### src/rtl/muldiv_if.sv
// Handshake and result bundle between a requester and muldiv_unit.
interface muldiv_if #(
  parameter int WIDTH = 32
);
  logic             start;
  logic [2:0]       op;
  logic [WIDTH-1:0] a;
  logic [WIDTH-1:0] b;
  logic             flush;
  logic             busy;
  logic             done;
  logic [WIDTH-1:0] hi;
  logic [WIDTH-1:0] lo;

  modport master (output start, op, a, b, flush, input busy, done, hi, lo);
  modport slave  (input start, op, a, b, flush, output busy, done, hi, lo);
endinterface

### src/rtl/muldiv_unit.sv
// Iterative HI/LO multiply/divide unit: shift-add multiply, restoring divide,
// one bit per cycle on operand magnitudes with a final sign-fix cycle.
module muldiv_unit #(
  parameter int WIDTH = 32
) (
  input  logic     clk,
  input  logic     reset,
  muldiv_if.slave  bus
);
  localparam int CW = $clog2(WIDTH + 1);
  localparam logic [CW-1:0] LAST = CW'(WIDTH - 1);

  localparam logic [1:0] IDLE = 2'd0;
  localparam logic [1:0] MUL  = 2'd1;
  localparam logic [1:0] DIV  = 2'd2;
  localparam logic [1:0] FIX  = 2'd3;

  logic [1:0]       state;
  logic [CW-1:0]    cnt;
  logic [WIDTH:0]   acc;
  logic [WIDTH-1:0] sh;
  logic [WIDTH-1:0] opnd;
  logic [WIDTH-1:0] hi_q;
  logic [WIDTH-1:0] lo_q;
  logic             is_div;
  logic             neg_q;
  logic             neg_r;
  logic             dz;
  logic             done_q;

  logic             a_neg;
  logic             b_neg;
  logic [WIDTH-1:0] a_mag;
  logic [WIDTH-1:0] b_mag;
  logic [WIDTH:0]   sum;
  logic [WIDTH:0]   shifted;
  logic [WIDTH:0]   diff;
  logic             ge;
  logic [2*WIDTH-1:0] prod;
  logic [2*WIDTH-1:0] prod_fix;
  logic [WIDTH-1:0] q_fix;
  logic [WIDTH-1:0] r_fix;

  always_comb begin
    a_neg    = ~bus.op[0] & bus.a[WIDTH-1];
    b_neg    = ~bus.op[0] & bus.b[WIDTH-1];
    a_mag    = a_neg ? -bus.a : bus.a;
    b_mag    = b_neg ? -bus.b : bus.b;
    // acc holds the running upper half; sh is the multiplier shifting out / product low half shifting in
    sum      = acc + {1'b0, (sh[0] ? opnd : '0)};
    // restoring divide: acc is the partial remainder, sh shifts dividend out and quotient in
    shifted  = {acc[WIDTH-1:0], sh[WIDTH-1]};
    ge       = shifted >= {1'b0, opnd};
    diff     = shifted - {1'b0, opnd};
    prod     = {acc[WIDTH-1:0], sh};
    prod_fix = neg_q ? -prod : prod;
    q_fix    = neg_q ? -sh : sh;
    r_fix    = neg_r ? -acc[WIDTH-1:0] : acc[WIDTH-1:0];
  end

  always_ff @(posedge clk) begin
    if (!reset) begin
      state  <= IDLE;
      cnt    <= '0;
      acc    <= '0;
      sh     <= '0;
      opnd   <= '0;
      hi_q   <= '0;
      lo_q   <= '0;
      is_div <= 1'b0;
      neg_q  <= 1'b0;
      neg_r  <= 1'b0;
      dz     <= 1'b0;
      done_q <= 1'b0;
    end else begin
      done_q <= 1'b0;
      if (bus.flush) begin
        state <= IDLE;
      end else begin
        case (state)
          IDLE: if (bus.start) begin
            case (bus.op)
              3'b000, 3'b001: begin
                state  <= MUL;
                cnt    <= '0;
                acc    <= '0;
                sh     <= b_mag;
                opnd   <= a_mag;
                neg_q  <= a_neg ^ b_neg;
                neg_r  <= 1'b0;
                dz     <= 1'b0;
                is_div <= 1'b0;
              end
              3'b010, 3'b011: begin
                state  <= DIV;
                cnt    <= '0;
                acc    <= '0;
                sh     <= a_mag;
                opnd   <= b_mag;
                neg_q  <= a_neg ^ b_neg;
                neg_r  <= a_neg;
                dz     <= (bus.b == '0);
                is_div <= 1'b1;
              end
              3'b100:  hi_q <= bus.a;
              3'b101:  lo_q <= bus.a;
              default: ;
            endcase
          end
          MUL: begin
            acc <= {1'b0, sum[WIDTH:1]};
            sh  <= {sum[0], sh[WIDTH-1:1]};
            cnt <= cnt + CW'(1);
            if (cnt == LAST) state <= FIX;
          end
          DIV: begin
            acc <= ge ? diff : shifted;
            sh  <= {sh[WIDTH-2:0], ge};
            cnt <= cnt + CW'(1);
            if (cnt == LAST) state <= FIX;
          end
          default: begin
            state  <= IDLE;
            done_q <= 1'b1;
            if (is_div) begin
              hi_q <= r_fix;
              lo_q <= dz ? '1 : q_fix;
            end else begin
              {hi_q, lo_q} <= prod_fix;
            end
          end
        endcase
      end
    end
  end

  assign bus.busy = (state == MUL) || (state == DIV);
  assign bus.done = done_q;
  assign bus.hi   = hi_q;
  assign bus.lo   = lo_q;
endmodule

### src/flat_wrapper.sv
// flat-port wrapper written by rule: the top's interface ports become plain ports
module muldiv_unit_flat 
#(
  parameter int WIDTH = 32
)
  (clk, reset, bus_start, bus_op, bus_a, bus_b, bus_flush, bus_busy, bus_done, bus_hi, bus_lo);
  muldiv_if #(.WIDTH(WIDTH)) bus_i ();
  input  logic clk;
  input  logic reset;
  input wire logic [$bits(bus_i.start)-1:0] bus_start;
  input wire logic [$bits(bus_i.op)-1:0] bus_op;
  input wire logic [$bits(bus_i.a)-1:0] bus_a;
  input wire logic [$bits(bus_i.b)-1:0] bus_b;
  input wire logic [$bits(bus_i.flush)-1:0] bus_flush;
  output wire logic [$bits(bus_i.busy)-1:0] bus_busy;
  output wire logic [$bits(bus_i.done)-1:0] bus_done;
  output wire logic [$bits(bus_i.hi)-1:0] bus_hi;
  output wire logic [$bits(bus_i.lo)-1:0] bus_lo;
  assign bus_i.start = bus_start;
  assign bus_i.op = bus_op;
  assign bus_i.a = bus_a;
  assign bus_i.b = bus_b;
  assign bus_i.flush = bus_flush;
  assign bus_busy = bus_i.busy;
  assign bus_done = bus_i.done;
  assign bus_hi = bus_i.hi;
  assign bus_lo = bus_i.lo;
  muldiv_unit #(.WIDTH(WIDTH)) u_core (.clk(clk), .reset(reset), .bus(bus_i));
endmodule
### config.mk
export PLATFORM = sky130hd
export DESIGN_NAME = muldiv_unit_flat
export DESIGN_NICKNAME = d
export VERILOG_FILES = /design/src/rtl/muldiv_if.sv /design/src/rtl/muldiv_unit.sv /design/src/flat_wrapper.sv
export SDC_FILE = /design/constraint.sdc
export NUM_CORES = 1
export LEC_CHECK = 0
export ABC_AREA = 1
export ABC_CLOCK_PERIOD_IN_PS = 3200
export BUFFER_PORTS_ARGS = -buffer_cell sky130_fd_sc_hd__clkbuf_2
export CAP_MARGIN = 20
export CORE_ASPECT_RATIO = 0.7
export CORE_MARGIN = 1.5
export CORE_UTILIZATION = 41
export DETAILED_ROUTE_END_ITERATION = 12
export PLACE_DENSITY = 0.6
export SYNTH_ARGS = -nofsm -noshare
export SYNTH_HDL_FRONTEND = slang
export SYNTH_SLANG_ARGS = --single-unit
export TNS_END_PERCENT = 5
### constraint.sdc
create_clock -name clk -period 3.2 [get_ports clk]
set_input_delay 0.32 -clock clk [delete_from_list [all_inputs] [get_ports clk]]
set_output_delay 0.32 -clock clk [all_outputs]
set_load 0.005 [all_outputs]
==> results.sh, run 1 <==
export IMPL_vias=23000
export IMPL_fin_crit_ns=3.13
export IMPL_initial_core_util_pct=41.8
export IMPL_synth_ff_latch_count=174
export IMPL_clk_pin_slew_ns=0.09
export IMPL_finalSetupViolCount=0
export IMPL_syn_avg_cell_area_um2=5.65
export IMPL_critPathTopFamily="simple AND/OR/NAND/NOR gates"
export IMPL_drt_first_pass_iters=6
export IMPL_crit_chain="inv_1 -> ha_1 -> nand2_1 -> nor2_2 -> nand2_2 -> nor2_1 -> nand2_1 -> nand3_2 -> nor2_8 -> nand2_4 -> buf_12 -> nand3_1 -> nand2_1 -> nand2_1 -> nand2_1 -> a21oi_1"
export IMPL_utilization_pct=47.1
export IMPL_place_area_mm2=0.0194
export IMPL_worst_slew_pin_transition_ns=1.05
export IMPL_portBuffers=136
export IMPL_critPathSlowestCell="dfxtp_1"
export IMPL_die_w_um=252
export IMPL_hpwl_um=77800
export IMPL_skew_ns=0.0216
export IMPL_rr_startpoint="u_core.opnd[12]"
export IMPL_antenna_left=0
export IMPL_grt_pass1_wl_um=135000
export IMPL_worst_path_most_repeated_cell="nand2_1"
export IMPL_grt_pass1_vias=20200
export IMPL_fin_crit_sh_pct=97.9
export IMPL_critPathMaxStageDelay_ns=0.59
export IMPL_ys_warnings_count=0
export IMPL_drt_wl_total_um=94100
export IMPL_cp_max_fo=33
export IMPL_cts_path_max_buffers=2
export IMPL_hold_start="bus_a[12]"
export IMPL_cp_end_kind="register"
export IMPL_max_cap_viol_count=0
export IMPL_synthTopCellsByArea="nand2_1, dfxtp_1, inv_1, nand3_1, a21oi_1"
export IMPL_cts_root_buf="clkbuf_16"
export IMPL_drt_initial_drc_count=3571
export IMPL_grt_setup_unrepaired="true"
export IMPL_synth_area_leader_cell="nand2_1"
export IMPL_grt_use_total_pct=41.2
export IMPL_htree_num_levels=4
export IMPL_core_rowCount=63
export IMPL_status="completed"
export IMPL_drv_slew=0
export IMPL_cts_tree="built"
export IMPL_crit_start="u_core.opnd[12]"
export IMPL_powerDensity_mw_per_mm2=398
export IMPL_crit_type="register to register"
export IMPL_routed_wire_length_per_instance_um=24.5
export IMPL_peakVddDrop_mv=0.357
export IMPL_grt_start_max_net_pins=62
export IMPL_antenna_found_initial=9
export IMPL_clock_sinks=174
export IMPL_drive_above_1_share_pct=10.5
export IMPL_yosysUniqueCellTypes=53
export IMPL_area_growth_pct=12.7
export IMPL_design_area_mm2=0.0201
export IMPL_coreArea_mm2=0.0426
export IMPL_hold_path_class="input port to register"
export IMPL_slew_limit_headroom_pct=30.0
export IMPL_ys_seq_area_share_pct=19.6
export IMPL_power_mw=7.98
export IMPL_worstSkewPairLatency_ns=0.48
export IMPL_max_freq_mhz=319
export IMPL_dieArea_mm2=0.0447
export IMPL_chipHeight_um=177
export IMPL_hold_viol_final=0
export IMPL_start_kind="register"
export IMPL_syn_inst=3150
export IMPL_drc=0
export IMPL_fin_nets=3423
export IMPL_synth_top_area_share_pct=19.8
export IMPL_grt_overflow=0
export IMPL_routed_via_density=5.98
export IMPL_crit_arrival_ns=3.49
export IMPL_cp_required_ns=3.55
export IMPL_syn_nets=3296
export IMPL_numCtsBuffers=17
export IMPL_boundaryPins=137
export IMPL_synthesis_area_mm2=0.0178
export IMPL_critPathBufInv=2
export IMPL_leakage_nw=10.4
export IMPL_globalplace_congestion=1.11
==> tightest hold or removal path, stage by stage <==
cell	delay [ns]
clkbuf_2	0.10
nand2_1	0.10
a31oi_1	0.09
==> what timing repair did <==
item,in CTS,in global routing
setup buffers,0,0
setup endpoints to repair,0,9
gates resized for setup,0,3
endpoints found under the hold margin,0,0
hold buffers,0,0
==> report_power, final <==
part,switching [mW],total [mW],internal [mW],leakage (nW)
combinational,2.33,3.23,0.906,8.66
clock,1.21,2.29,1.08,0.302
sequential,0.168,2.45,2.29,1.41
total,3.71,7.98,4.27,10.4
==> cell families after synthesis <==
| kind of cell | Yosys count | synth area share [%] |
|---|---|---|
| DFF | 174 | 19.6 |
| adders and majority gates | 75 | 5.36 |
| xor gates and xnor gates | 66 | 3.25 |
| and+or+nand+nor | 1627 | 39.1 |
| buffers and inverters | 567 | 12.5 |
| AOI/OAI and AO/OA | 641 | 20.3 |
==> metrics by stage <==
| step | hold WS (ns) | std cells | TNS (ns) | setup slack, ns |
|---|---|---|---|---|
| floorplan | 0.445 | 3150 | 0 | 0.593 |
| global placement | 0.466 | 3810 | 0 | 0.198 |
| detailed placement | 0.475 | 3810 | 0 | 0.155 |
| CTS | 0.158 | 3842 | 0 | 0.141 |
| global route | 0.197 | 3843 | -0.000957 | -0.000957 |
| finish | 0.172 | 3849 | 0 | 0.0688 |
==> cell usage after synthesis (all sizes together) <==
cell / instances
nand2: 949
inv: 436
nand3: 293
nor2: 272
a21oi: 250
o21ai: 245
dfxtp: 174
clkbuf: 83
ha: 73
xor2: 46
buf: 41
nor3: 40
nand4: 38
a31oi: 37
a221oi: 34
o211ai: 27
xnor2: 20
nand3b: 16
o21bai: 11
a22oi: 9
or2: 9
clkinv: 7
nor4: 7
a21o: 6
a211oi: 5
o221ai: 5
o21a: 4
o22ai: 4
and2: 2
fa: 2
o31ai: 2
and3: 1
o2111ai: 1
o41ai: 1
==> sequential cells by signal (all words and copies together), names as in the netlist <==
register	flops
u_core.acc	33
u_core.bus.hi	32
u_core.bus.lo	32
u_core.opnd	32
u_core.sh	32
u_core.cnt	6
u_core.state	2
u_core.bus.done	1
u_core.dz	1
u_core.is_div	1
u_core.neg_q	1
u_core.neg_r	1
==> final timing paths <==
| path | to | slack [ns] | cells past startpoint |
|---|---|---|---|
| min reg2reg | u_core.cnt[2] | 0.48 | 2 |
| min | u_core.bus.lo[12] | 0.17 | 3 |
| max reg2reg | u_core.acc[25] | 0.07 | 16 |
| max | u_core.acc[25] | 0.07 | 16 |
==> layout make-up <==
cell class                      instances  area, um^2
Fill cell                            4751       22500
Sequential cell                       174        3480
Multi-Input combinational cell       2409       12100
Clock buffer                           17         425
Antenna cell                            7        17.5
Clock inverter                         15         204
Tap cell                              552         691
Inverter                              443        1670
Timing Repair Buffer                  232        1460
==> layout by cell type, fill, tap and decap left out, types with 72 or more instances in the layout <==
cell      synthesis  layout
a21oi_1         243     242
buf_4             5      91
clkbuf_2          0     135
dfxtp_1         174     174
ha_1             73      72
inv_1           422     421
nand2_1         941     941
nand3_1         286     286
nor2_1          247     246
o21ai_0         218     217
==> routing by layer <==
layer  up-vias  global-route usage [%]  wire [um]
met1     10800                    61.4      42300
met2      1489                    53.7      35000
met3       137                    15.9      14800
met5         -                       0          7
met4         2                    10.2       2060
li1      10600                       -          -
(Power assumes the default switching activity.)
==> inputs of run 2 (changes only) <==
ABC_CLOCK_PERIOD_IN_PS = 3900   (was 3200)
SLEW_MARGIN = 20   (was unset)
clock period = 3.9 ns   (was 3.2 ns; I/O delays follow)
==> run 2 against run 1 <==
Sequential power shrank 18%. Power shrank 20%. Hold slack gained 0.076 ns. Utilization shrank 0.90 points. Clock skew shrank 0.0042 ns.
==> results.sh, run 2 (synthesis results as in run 1) <==
export IMPL_boundaryPins=137
export IMPL_drive_above_1_share_pct=9.41
export IMPL_layout_cells_non_filler=3806
export IMPL_dieArea_mm2=0.0447
export IMPL_multi_input_area_mm2=0.0121
export IMPL_design_area_mm2=0.0197
export IMPL_portBuffers=136
export IMPL_drt_wl_total_um=95500
export IMPL_die_w_um=252
export IMPL_dp_cells=3773
export IMPL_grt_start_max_net_pins=62
export IMPL_routed_via_density=6.01
export IMPL_grt_setup_unrepaired="false"
export IMPL_layout_commonest_cell="nand2_1"
export IMPL_worst_slew_pin_transition_ns=1.11
export IMPL_hold_viol_final=0
export IMPL_worstSkewPairLatency_ns=0.48
export IMPL_final_cell_mix="nand2_1, inv_1, nand3_1, nor2_1, a21oi_1"
export IMPL_cts_path_max_buffers=2
export IMPL_coreArea_mm2=0.0426
export IMPL_area_growth_pct=10.6
export IMPL_start_kind="register"
export IMPL_cp_end_kind="register"
export IMPL_numCtsBuffers=17
export IMPL_drc=0
export IMPL_cp_required_ns=4.33
export IMPL_crit_arrival_ns=3.96
export IMPL_critPathSlowestCell="o22ai_1"
export IMPL_globalplace_congestion=1.07
export IMPL_initial_core_util_pct=41.8
export IMPL_clk_pin_slew_ns=0.09
export IMPL_grt_pass1_wl_um=137000
export IMPL_skew_ns=0.0174
export IMPL_post_cts_resized=0
export IMPL_htree_num_levels=4
export IMPL_regMostFlops="u_core.acc"
export IMPL_powerDensity_mw_per_mm2=326
export IMPL_critPathMaxStageDelay_ns=0.73
export IMPL_finalSetupViolCount=0
export IMPL_fin_nets=3386
export IMPL_grt_overflow=0
export IMPL_drt_first_pass_iters=7
export IMPL_utilization_pct=46.2
export IMPL_status="completed"
export IMPL_seqCellArea_mm2=0.00348
export IMPL_peakVddDrop_mv=0.302
export IMPL_drv_slew=0
export IMPL_antenna_left=0
export IMPL_antenna_found_initial=2
export IMPL_cts_tree="built"
export IMPL_core_rowCount=63
export IMPL_vias=22900
export IMPL_grt_use_total_pct=41.9
export IMPL_max_freq_mhz=283
export IMPL_slew_limit_headroom_pct=25.9
export IMPL_cts_root_buf="clkbuf_16"
export IMPL_hold_path_class="input port to register"
export IMPL_clock_sinks=174
export IMPL_hpwl_um=78500
export IMPL_chipHeight_um=177
export IMPL_fin_crit_sh_pct=90.6
export IMPL_tns_ns=0
export IMPL_place_area_mm2=0.0191
export IMPL_crit_chain="inv_1 -> ha_2 -> inv_2 -> nor4_4 -> buf_4 -> inv_4 -> nor2_4 -> inv_2 -> o22ai_1 -> o21ai_1 -> inv_1"
export IMPL_fin_crit_ns=3.53
export IMPL_cts_setup_buffers=0
export IMPL_grt_pass1_vias=20200
export IMPL_crit_type="register to register"
export IMPL_largest_register_ffs=33
export IMPL_routed_wire_length_per_instance_um=25.1
export IMPL_max_cap_viol_count=0
export IMPL_leakage_nw=10.2
export IMPL_drt_initial_drc_count=3830
export IMPL_fillCellCount=4644
export IMPL_holdBufCountCts=0
export IMPL_cp_max_fo=24
run 2: area by class of cell:
| type | instances | share of cell area [%] |
|---|---|---|
| inverter | 443 | 8.47 |
| timing repair buffer | 195 | 5.77 |
| sequential | 174 | 17.7 |
| clock inverter | 15 | 0.846 |
| multi-input combinational | 2409 | 61.5 |
| clock buffer | 17 | 2.16 |
| tap | 552 | 3.51 |
| antenna | 1 | 0.0127 |
run 2: critical path: cells and delay by family, from the launching register on:
family | cells | cell delay, ns
buffers and inverters | 6 | 1.21
AO/OA/AOI/OAI | 2 | 0.87
flip-flops | 1 | 0.34
AND/OR/NAND/NOR | 2 | 0.83
adder cells (fa/ha/maj) | 1 | 0.20
run 2: final timing paths:
kind | end | startpoint | cells past startpoint | slack (ns)
worst min register to register | u_core.cnt[2] | u_core.cnt[2] | 2 | 0.49
worst min-delay path | u_core.bus.hi[12] | bus_a[12] | 3 | 0.25
worst max-delay path | u_core.opnd[1] | u_core.state[0] | 11 | 0.37
worst max register to register | u_core.opnd[1] | u_core.state[0] | 11 | 0.37
run 2: power breakdown:
| group | total [mW] | internal (mW) | switching, mW |
|---|---|---|---|
| Clock | 1.83 | 0.865 | 0.965 |
| Sequential | 2.01 | 1.88 | 0.133 |
| Combinational | 2.58 | 0.713 | 1.87 |
| Total | 6.42 | 3.45 | 2.97 |
run 2: per-layer routing:
layer	global-route usage [%]	up-vias	wire length, um
li1	-	10500	-
met1	64.1	10600	43600
met2	52.7	1623	34200
met3	15.7	133	15100
met4	11.1	2	2650
met5	0	-	13
run 2: stage by stage:
stage / power [mW] / worst slack [ns] / hold slack [ns]
floorplan: 3.54 / 1.29 / 0.445
global placement: 4.49 / 0.556 / 0.464
detailed placement: 4.49 / 0.586 / 0.473
CTS: 6.28 / 0.557 / 0.225
global route: 6.65 / 0.305 / 0.243
finish: 6.42 / 0.366 / 0.249
